**config.mk**
```make
export PLATFORM = sky130hd
export DESIGN_NAME = sd_wb_sel_ctrl
export DESIGN_NICKNAME = d
export VERILOG_FILES = /design/src/rtl/sd_wb_sel_pkg.sv /design/src/rtl/sd_wb_sel_lane.sv /design/src/rtl/sd_wb_sel_ctrl.sv
export SDC_FILE = /design/constraint.sdc
export NUM_CORES = 1
export LEC_CHECK = 0
export ABC_AREA = 1
export BUFFER_PORTS_ARGS = -buffer_cell sky130_fd_sc_hd__buf_2
export CAP_MARGIN = 20
export CORE_MARGIN = 10
export CORE_UTILIZATION = 25
export CTS_BUF_LIST = sky130_fd_sc_hd__clkbuf_16
export CTS_CLUSTER_DIAMETER = 30
export DETAILED_ROUTE_END_ITERATION = 10
export PLACE_DENSITY_LB_ADDON = 0.25
export REMOVE_ABC_BUFFERS = 1
export SYNTH_ARGS = -nofsm -noshare
export SYNTH_HDL_FRONTEND = slang
export SYNTH_SLANG_ARGS = --single-unit
```
**constraint.sdc**
```tcl
create_clock -name wb_clk -period 3.24 [get_ports wb_clk]
set_clock_uncertainty 0.05 [all_clocks]
set_input_delay 0.324 -clock wb_clk [delete_from_list [all_inputs] [get_ports wb_clk]]
set_output_delay 0.324 -clock wb_clk [all_outputs]
set_load 0.005 [all_outputs]
```
**src/rtl/sd_wb_sel_pkg.sv**
```systemverilog
// ============================================================================
// Module      : sd_wb_sel_pkg
// Description : Shared constants and lane mapping for the Wishbone byte-select
//               generator. Lane order follows SD_WB_SEL_LITTLE_ENDIAN_EN.
// Revision    : 1.0 - initial release
// ============================================================================
`default_nettype none

package sd_wb_sel_pkg;

  localparam int         BLKSIZE_W_DEFAULT = 12;
  localparam logic [3:0] SEL_ALL           = 4'hf;

  // Maps byte offset k within a word to its wbm_sel_o bit.
  function automatic logic [1:0] lane_bit(input logic [1:0] k);
`ifdef SD_WB_SEL_LITTLE_ENDIAN_EN
    return k;
`else
    return 2'd3 - k;
`endif
  endfunction

endpackage

`default_nettype wire

```
**src/rtl/sd_wb_sel_lane.sv**
```systemverilog
// ============================================================================
// Module      : sd_wb_sel_lane
// Description : Range test for one byte lane: base_q <= addr < end_q (33-bit).
// Revision    : 1.0 - initial release
// ============================================================================
`default_nettype none

module sd_wb_sel_lane (
  input  logic [32:0] base_q,
  input  logic [32:0] end_q,
  input  logic [32:0] addr,
  output logic        in_range
);

  assign in_range = (addr >= base_q) && (addr < end_q);

endmodule

`default_nettype wire

```
**src/rtl/sd_wb_sel_ctrl.sv**
```systemverilog
// ============================================================================
// Module      : sd_wb_sel_ctrl
// Description : Registered Wishbone byte-lane select for the SD DMA master.
//               Masks partial first/last words of [base, base+xfersize).
//               Optional macro SD_WB_SEL_LITTLE_ENDIAN_EN selects lane order.
// Revision    : 1.0 - initial release
// ============================================================================
`default_nettype none

module sd_wb_sel_ctrl
  import sd_wb_sel_pkg::*;
#(
  parameter int BLKSIZE_W = BLKSIZE_W_DEFAULT
) (
  input  logic                 wb_clk,
  input  logic                 rst,
  input  logic                 ena,
  input  logic [31:0]          base_adr_i,
  input  logic [31:0]          wbm_adr_i,
  input  logic [BLKSIZE_W-1:0] xfersize,
  output logic [3:0]           wbm_sel_o
);

  logic [31:0] base_q;
  logic [32:0] end_q;
  logic [32:0] word_adr;
  logic [3:0]  lane_in;
  logic [3:0]  lane_mask;

  assign word_adr = {1'b0, wbm_adr_i[31:2], 2'b00};

  for (genvar k = 0; k < 4; k++) begin : g_lane
    sd_wb_sel_lane u_lane (
      .base_q   ({1'b0, base_q}),
      .end_q    (end_q),
      .addr     (word_adr + 33'(k)),
      .in_range (lane_in[k])
    );
  end

  always_comb begin
    lane_mask = '0;
    for (int k = 0; k < 4; k++) begin
      lane_mask[lane_bit(2'(k))] = lane_in[k];
    end
  end

  // Parameters track the inputs whenever idle so the first active edge uses them.
  always_ff @(posedge wb_clk) begin
    if (!rst) begin
      base_q    <= '0;
      end_q     <= '0;
      wbm_sel_o <= SEL_ALL;
    end else if (!ena) begin
      base_q    <= base_adr_i;
      end_q     <= {1'b0, base_adr_i} + 33'(xfersize);
      wbm_sel_o <= SEL_ALL;
    end else begin
      wbm_sel_o <= (|lane_in) ? lane_mask : SEL_ALL;
    end
  end

endmodule

`default_nettype wire

```
Word-level counts from Yosys, hierarchy flattened
Index checks and enable logic that the tools add are counted.
{"block": "totals", "inputBits": 79, "reg_bits": 69, "output_inout_bits": 4}
{"block": "op_classes", "n_lt_le_gt_ge": 8, "n_addsub": 4, "reduce_logical": 6}
{"cell": "33-bit by 32-bit greater-or-equal comparator with 1-bit output", "n": 3}
{"cell": "33-bit < comparator", "n": 3}
{"cell": "32-bit by 2-bit adder with 33-bit output, second input constant", "n": 2}
{"cell": "32-bit by 1-bit adder with 33-bit output, second input constant", "n": 1}
{"cell": "32-bit by 12-bit adder with 33-bit output", "n": 1}
{"cell": "32-bit by 33-bit < comparator with 1-bit output", "n": 1}
{"cell": "32-bit greater-or-equal comparator", "n": 1}
{"cell": "1-bit logical AND", "n": 4}
{"cell": "4-bit OR reduction", "n": 1}
{"cell": "3-bit AND reduction", "n": 1}

Logic depth before layout (Yosys ltp)
Gate-level depths: netlist of run 1.
{"block": "depth", "word_depth": 5, "ltp_mapped": 16}

Modules after synthesis
Synthesis of run 1 repeated with hierarchy kept, for this count alone.
{"block": "hier_totals", "hier_cells": 1861, "area_unflattened_um2": 11302.1}
{"mod": "sd_wb_sel_lane", "instances": 4, "area_per_inst_um2": 1889.3, "cells_each": 326}
{"mod": "sd_wb_sel_ctrl", "instances": 1, "area_per_inst_um2": 3744.8, "cells_each": 557}

Worst setup path before layout of run 1
OpenSTA, ideal clock, no wires.
{"block": "synth_timing", "path_type": "input-to-reg", "startpoint": "input port base_adr_i[0]", "endpoint": "register end_q[24]", "slack_ps": 1355, "t_arrival_ps": 1707, "cell_stages": 13, "cell_sequence": "ha_1 inv_1 fa_1 inv_1 nand3_1 nand2_1 nand3_1 nand2_2 nand2_1 inv_2 nand4_1 o21ai_1 nor2_1"}
{"block": "synth_between", "elab_chain_len": 1}
{"item": "start: declaration", "line_no": "sd_wb_sel_ctrl.sv:18", "rtl": "input logic [31:0] base_adr_i,"}
{"item": "32-bit by 12-bit adder with 33-bit output", "line_no": "sd_wb_sel_ctrl.sv:56", "rtl": "end_q <= {1'b0, base_adr_i} + 33'(xfersize);"}
{"item": "end signal: assignment", "line_no": "sd_wb_sel_ctrl.sv:56"}
{"item": "end: declaration", "line_no": "sd_wb_sel_ctrl.sv:25", "rtl": "logic [32:0] end_q;"}
Every way passes these cells.
A chain may end at the register's enable or synchronous reset.

Worst setup path after layout of run 1
{"block": "layout_timing", "startpoint": "input port base_adr_i[0]", "endpoint": "register end_q[26]"}
Same word-level chain as after synthesis.

==> results of run 1 <==
==> layout make-up <==
class	instances	share of cell area
Antenna cell	1	0.000385
Clock buffer	9	0.0347
Clock inverter	7	0.0127
Inverter	154	0.0890
Multi-Input combinational cell	591	0.529
Sequential cell	69	0.213
Tap cell	275	0.0530
Timing Repair Buffer	86	0.0686
==> worst register-to-register path, cell delays in order, from the launching register on <==
cell and delay (ps):
dfxtp_1 300, inv_1 50, ha_1 320, a21oi_1 150, o21ai_0 160, a21oi_1 300
nand2_1 120, nor2_1 170, o21ai_1 90, nand2_1 110, nand3_2 110, nand3_1 80
==> layer usage <==
layer	vias to the layer above	wire [µm]	share of wire
met2	77	7630	0.45
met4	4	290	0.017
met5	-	34	0.0020
met3	21	777	0.046
li1	2864	-	-
met1	2295	8170	0.48
==> metrics by stage <==
stage | hold WS, ps | utilization | area (µm²) | total power, µW | cells
2_1_floorplan | 361 | - | 5390 | 1390 | 814
3_3_place_gp | 418 | 0.291 | 6180 | 1620 | 1175
3_5_place_dp | 419 | 0.291 | 6180 | 1630 | 1175
4_1_cts | 94.3 | 0.306 | 6490 | 2700 | 1191
5_1_grt | 102 | 0.306 | 6490 | 2840 | 1192
6_report | 109 | 0.306 | 6490 | 2660 | 1192
==> report_power, final <==
part	internal, µW	switching, µW	total (µW)	leakage [µW]
Clock	664	397	1060	0.000162
Combinational	256	420	677	0.00238
Sequential	907	19.7	927	0.000570
Total	1830	837	2660	0.00311
==> worst min-delay path by stage <==
stage           endpoint  depth (start not counted)
6_report       end_q[31]                          2
5_1_grt        end_q[31]                          2
4_1_cts        end_q[31]                          2
3_5_place_dp   end_q[14]                          2
3_3_place_gp   end_q[14]                          2
2_1_floorplan  end_q[26]                          1
==> layout by cell type (no fill, tap or decap), types with 4 or more instances in the layout <==
cell	instances
o21ai_1	14
o21ai_0	43
a21oi_1	66
nand3_1	33
inv_1	150
nor4_1	6
nor2_1	75
nand4_1	10
buf_2	80
dfxtp_1	69
nand2_2	6
ha_1	74
clkbuf_16	9
nor3_1	10
buf_4	6
nor2_2	8
nand2_1	181
a21o_1	4
o22ai_1	19
inv_2	5
==> kinds of logic after synthesis <==
kind of cell,Yosys count,synth area share
compound gates,167,0.173
xor+xnor,5,0.00804
fa+ha+maj,75,0.174
buf+inv,168,0.116
flops,69,0.253
simple gates,344,0.276
==> flip-flops by register name (all words and copies together) (netlist names) <==
signal	flops
end_q	33
wbm_sel_o	4
base_q	32
==> reports/results.ini, run 1 <==
[worst_setup_path]
reg2reg_to = wbm_sel_o[2]
worst-path-stages = 13
path_buf_inv = 3
arrival_ps = 2310
endpoint = end_q[26]
r2r_cells = 11
worst-setup-path-type = in2reg
end_kind = flip-flop
cp.required_ps = 3470
worst_path_max_delay_cell = fa_1
critical_path.startpoint_type = input port
rrSetupSlack_ps = 1180
cp_cell_sequence = buf_2 > ha_1 > inv_1 > fa_1 > inv_1 > nand3_1 > nand2_1 > a21boi_2 > o21ai_2 > nand3_2 > o21bai_2 > nand2_1 > a21oi_1
critPathTopFamily = compound AO/OA/AOI/OAI gates
slowest_delay_ps = 400
startpoint = base_adr_i[0]
r2r-start = base_q[28]
path_max_fanout = 5

[final_layout]
fill_cells = 2381
nNetsFinal = 1065
regArea_mm2 = 0.00138
syn_to_final_growth_pct = 19.1
drive_gt1_frac = 0.146
multi_input_area_mm2 = 0.00343

[synthesis]
async_flop_share = 0
yosysUniqueCellTypes = 47
synth_commonest_cells = nand2_1, inv_1, nor2_1, ha_1, dfxtp_1
yosys.area.top_type = dfxtp_1
synth_area_leaders = dfxtp_1, ha_1, nand2_1
netlist_area_mm2 = 0.00545
seq_area_frac_synth = 0.253
yosysTopAreaCellShare = 0.253
synthCells = 828
syn_avg_cell_area_um2 = 6.58
synth_warnings = 0
ys_seq_elements = 69
synth_edf_count = 0
synthFlopType = dfxtp_1
synthMostInstantiatedCell = nand2_1

[sta]
slew_viol_final = 0
grt_setup_unrepaired = false
period_minus_slack_ps = 2080
finalSetupViolCount = 0
max_freq_mhz = 481
timing.final.ws_setup_ps = 1160
finalHoldViolCount = 0
fin_crit_sh = 0.642
slew_headroom = 0.671
setup_tns_ps = 0
worstMarginPinSlew_ps = 493

[global_routing]
grtUsageMet3 = 0.0325
grt_start_max_net_pins = 38
use_met1 = 0.154
grt_pass1_wl_um = 28000
groute.layer.met2.usage = 0.202
antenna_found_initial = 3
grt_pass1_vias = 5341
grt_usage = 0.123
grt_busiest_layer = met2
grt_overflow = 0

[clocking]
post_cts_buffers = 0
clk_pin_slew_ps = 60
cts_sinks = 69
clk_path_buf_depth = 2
postCtsResizedCells = 0
cts_tree = built
clock_latency_ps = 350
hold_buffers = 0
numCtsBuffers = 9
root_buffer = clkbuf_16
htree_levels = 3

[floorplan]
num_io_pins = 83
rows = 53
dieArea_mm2 = 0.0281
initial_core_util = 0.257
core_area_mm2 = 0.0212
die_x_um = 168
fp.dieH_um = 168

[detailed_routing]
via_per_inst = 4.41
ant_nets = 0
wl_um = 16900
drt_iter0_markers = 253
vias = 5261
dr.pass1.iters = 5
wl_per_cell_um = 14.2
drc = 0

[pwr]
leakage_uw = 0.00311
ir_drop_v = 0.000195
p_per_area_mw_per_mm2 = 410

[worst_hold_path]
hp-start = base_adr_i[31]
hold_path_class = in2reg

[run_status]
outcome = finished, final reports clean

[placement]
gp_congestion = 0.842
hpwl_um = 13700
dpl_worst_slack_ps = 773
portBuffers = 80

[job]
drv_cap = 0

Note: power is estimated with default switching activity, not from simulation.
==> run 2: changes to the inputs <==
- ABC_AREA: 1 -> 0
- clock period: 3.24 -> 1.8 ns (I/O delays scaled with it)
==> run 2 against run 1 <==
Effect of this change: the run now ends with negative setup slack left; worst hold slack lost 71 ps; worst setup slack lost 1800 ps; highest routed layer is now met4; synthesized cell count shrank 23%; cell count shrank 6.4%; sequential share of layout area shrank 3.5 points.
==> reports/results.ini, run 2 <==
[run_status]
outcome = finished, violations left
violations = negative setup slack

[final_layout]
drive_gt1_frac = 0.404
nNetsFinal = 998
top_register = end_q
largest_reg_flops = 33
syn_to_final_growth_pct = 50.2
top_regs = end_q: 33 flops, base_q: 32 flops, wbm_sel_o: 4 flops
mostFrequentLayoutCell = buf_4
fin_area_mm2 = 0.00788
post-route-util = 0.385
fin_cells = 1116
final_cell_mix = buf_4, buf_2, inv_1

[floorplan]
die_x_um = 165
num_io_pins = 83
fp.dieH_um = 165
initial_core_util = 0.257
rows = 52
core_area_mm2 = 0.0204
dieArea_mm2 = 0.0272

[global_routing]
grt_pass1_vias = 5237
grt_overflow = 0
antenna_found_initial = 3
grt_start_max_net_pins = 36
grt_pass1_wl_um = 26500
grt_usage = 0.123

[sta]
worstMarginPinSlew_ps = 572
finalHoldViolCount = 0
timing.final.ws_setup_ps = -662
finalSetupViolCount = 21
period_minus_slack_ps = 2460
fin_crit_sh = 1.37
grt_setup_unrepaired = true
slew_viol_final = 0
slew_headroom = 0.618
max_freq_mhz = 406

[detailed_routing]
drt_iter0_markers = 246
dr.pass1.iters = 5
wl_per_cell_um = 14.9
wl_um = 16600
drc = 0
vias = 5104
via_per_inst = 4.57
ant_nets = 0

[worst_setup_path]
end_kind = flip-flop
path_buf_inv = 2
crit_top_cell = inv_1
cp_cell_sequence = inv_1 > ha_1 > nand4_1 > inv_1 > a221oi_4 > a21boi_2 > or3_4 > nor2_2 > nor2_1 > or3_1
startpoint = end_q[14]
path_max_fanout = 5
critical_path.startpoint_type = flip-flop
worst-path-stages = 10
critPathTopFamily = simple AND/OR/NAND/NOR gates
worst_path_max_delay_cell = or3_4
worst-setup-path-type = reg2reg
reg2reg_to = wbm_sel_o[2]
slowest_delay_ps = 430
rrSetupSlack_ps = -660
endpoint = wbm_sel_o[2]
r2r-start = end_q[14]
cp.required_ps = 1960
arrival_ps = 2630
r2r_cells = 10

[synthesis]
netlist_area_mm2 = 0.00524
async_flop_share = 0
synthCells = 640
synthMostInstantiatedCell = inv_1
synth_warnings = 0
yosys.area.top_type = dfxtp_1
syn_avg_cell_area_um2 = 8.19
yosysUniqueCellTypes = 70
synthFlopType = dfxtp_1
seq_area_frac_synth = 0.263
synth_edf_count = 0
yosysTopAreaCellShare = 0.263
ys_seq_elements = 69
synth_commonest_cells = inv_1, ha_1, dfxtp_1, a21oi_1, nor2_1
synth_area_leaders = dfxtp_1, ha_1, inv_1

[job]
drv_cap = 0

[placement]
dpl_cell_area_mm2 = 0.00677
dpl_worst_slack_ps = -889
portBuffers = 80
dpl.cell_count = 1085
hpwl_um = 12900
gp_congestion = 0.772

[clocking]
cts_tree = built
clock_latency_ps = 350
htree_levels = 3
cts_sinks = 69
clk_pin_slew_ps = 60
root_buffer = clkbuf_16
clk_path_buf_depth = 2
hold_buffers = 0
numCtsBuffers = 9

[pwr]
leakage_uw = 0.00342
ir_drop_v = 0.000379
p_per_area_mw_per_mm2 = 624
power_uw = 4920

[worst_hold_path]
hold_path_class = in2reg

==> run 2: changes by cell type in the layout (fill, tap and decap cells not counted), sizes merged, moves of 21 or more <==
cell	previous run	this run
nor2	84	49
mux2i	0	28
nor2b	0	21
buf	86	211
inv	155	78
nand2	187	47
==> run 2: worst register-to-register path, cell delays in order, from the launching register on <==
cell,delay (ps)
dfxtp_1,330
inv_1,60
ha_1,290
nand4_1,120
inv_1,80
a221oi_4,350
a21boi_2,110
or3_4,430
nor2_2,120
nor2_1,40
or3_1,360
==> run 2: worst min-delay path by stage <==
stage                        end  cells past startpoint            from
floorplan           wbm_sel_o[0]                      1             rst
global placement       base_q[7]                      3   base_adr_i[7]
detailed placement    base_q[11]                      3  base_adr_i[11]
CTS                   base_q[11]                      3  base_adr_i[11]
global route           base_q[7]                      3   base_adr_i[7]
finish                base_q[11]                      3  base_adr_i[11]
==> run 2: kinds of logic (layout without fill, tap and decap cells) <==
logic type      after synthesis  in the layout  synth area share
simple gates                195            196             0.193
compound gates              163            163             0.210
buf+inv                      94            298            0.0704
fa+ha+maj                    75             75             0.180
flops                        69             69             0.263
mux                          30             30            0.0585
xor+xnor                     14             14            0.0248
other cells                   0              1                 0
==> run 2: layout make-up <==
cell class	instances	area [µm²]
clock buffer	9	225
tap	270	338
multi-input combinational	478	4140
inverter	75	282
timing repair buffer	211	1480
antenna	1	2.50
sequential	69	1400
fill	2152	12600
clock inverter	3	11.3
==> run 2: repair_timing <==
| item | 4_1_cts | 5_1_grt |
|---|---|---|
| setup buffers | 11 | 7 |
| cloned | 1 | 0 |
| gates resized for setup | 96 | 51 |
| pin swaps | 66 | 44 |
| setup endpoints to repair | 29 | 30 |
==> run 2: report_power, final <==
group          internal, µW  leakage (µW)  switching [µW]
clock                   886      0.000127             675
combinational           849       0.00272             817
sequential             1640      0.000575            53.2
==> run 2: stage by stage <==
stage | setup TNS [ps] | hold slack, ps
after floorplan | -7310 | 211
after global placement | -19380 | 387
after detailed placement | -19950 | 396
after CTS | -5390 | 34.2
after global routing | -7660 | 46.2
final | -4830 | 38.5
==> run 2: per-layer routing <==
metal / vias up / GRT usage / share of wire
li1: 2661 / - / -
met3: 15 / 0.0299 / 0.045
met2: 67 / 0.200 / 0.46
met4: 0 / 0.0455 / 0.015
met5: - / 0 / 0
met1: 2361 / 0.155 / 0.48
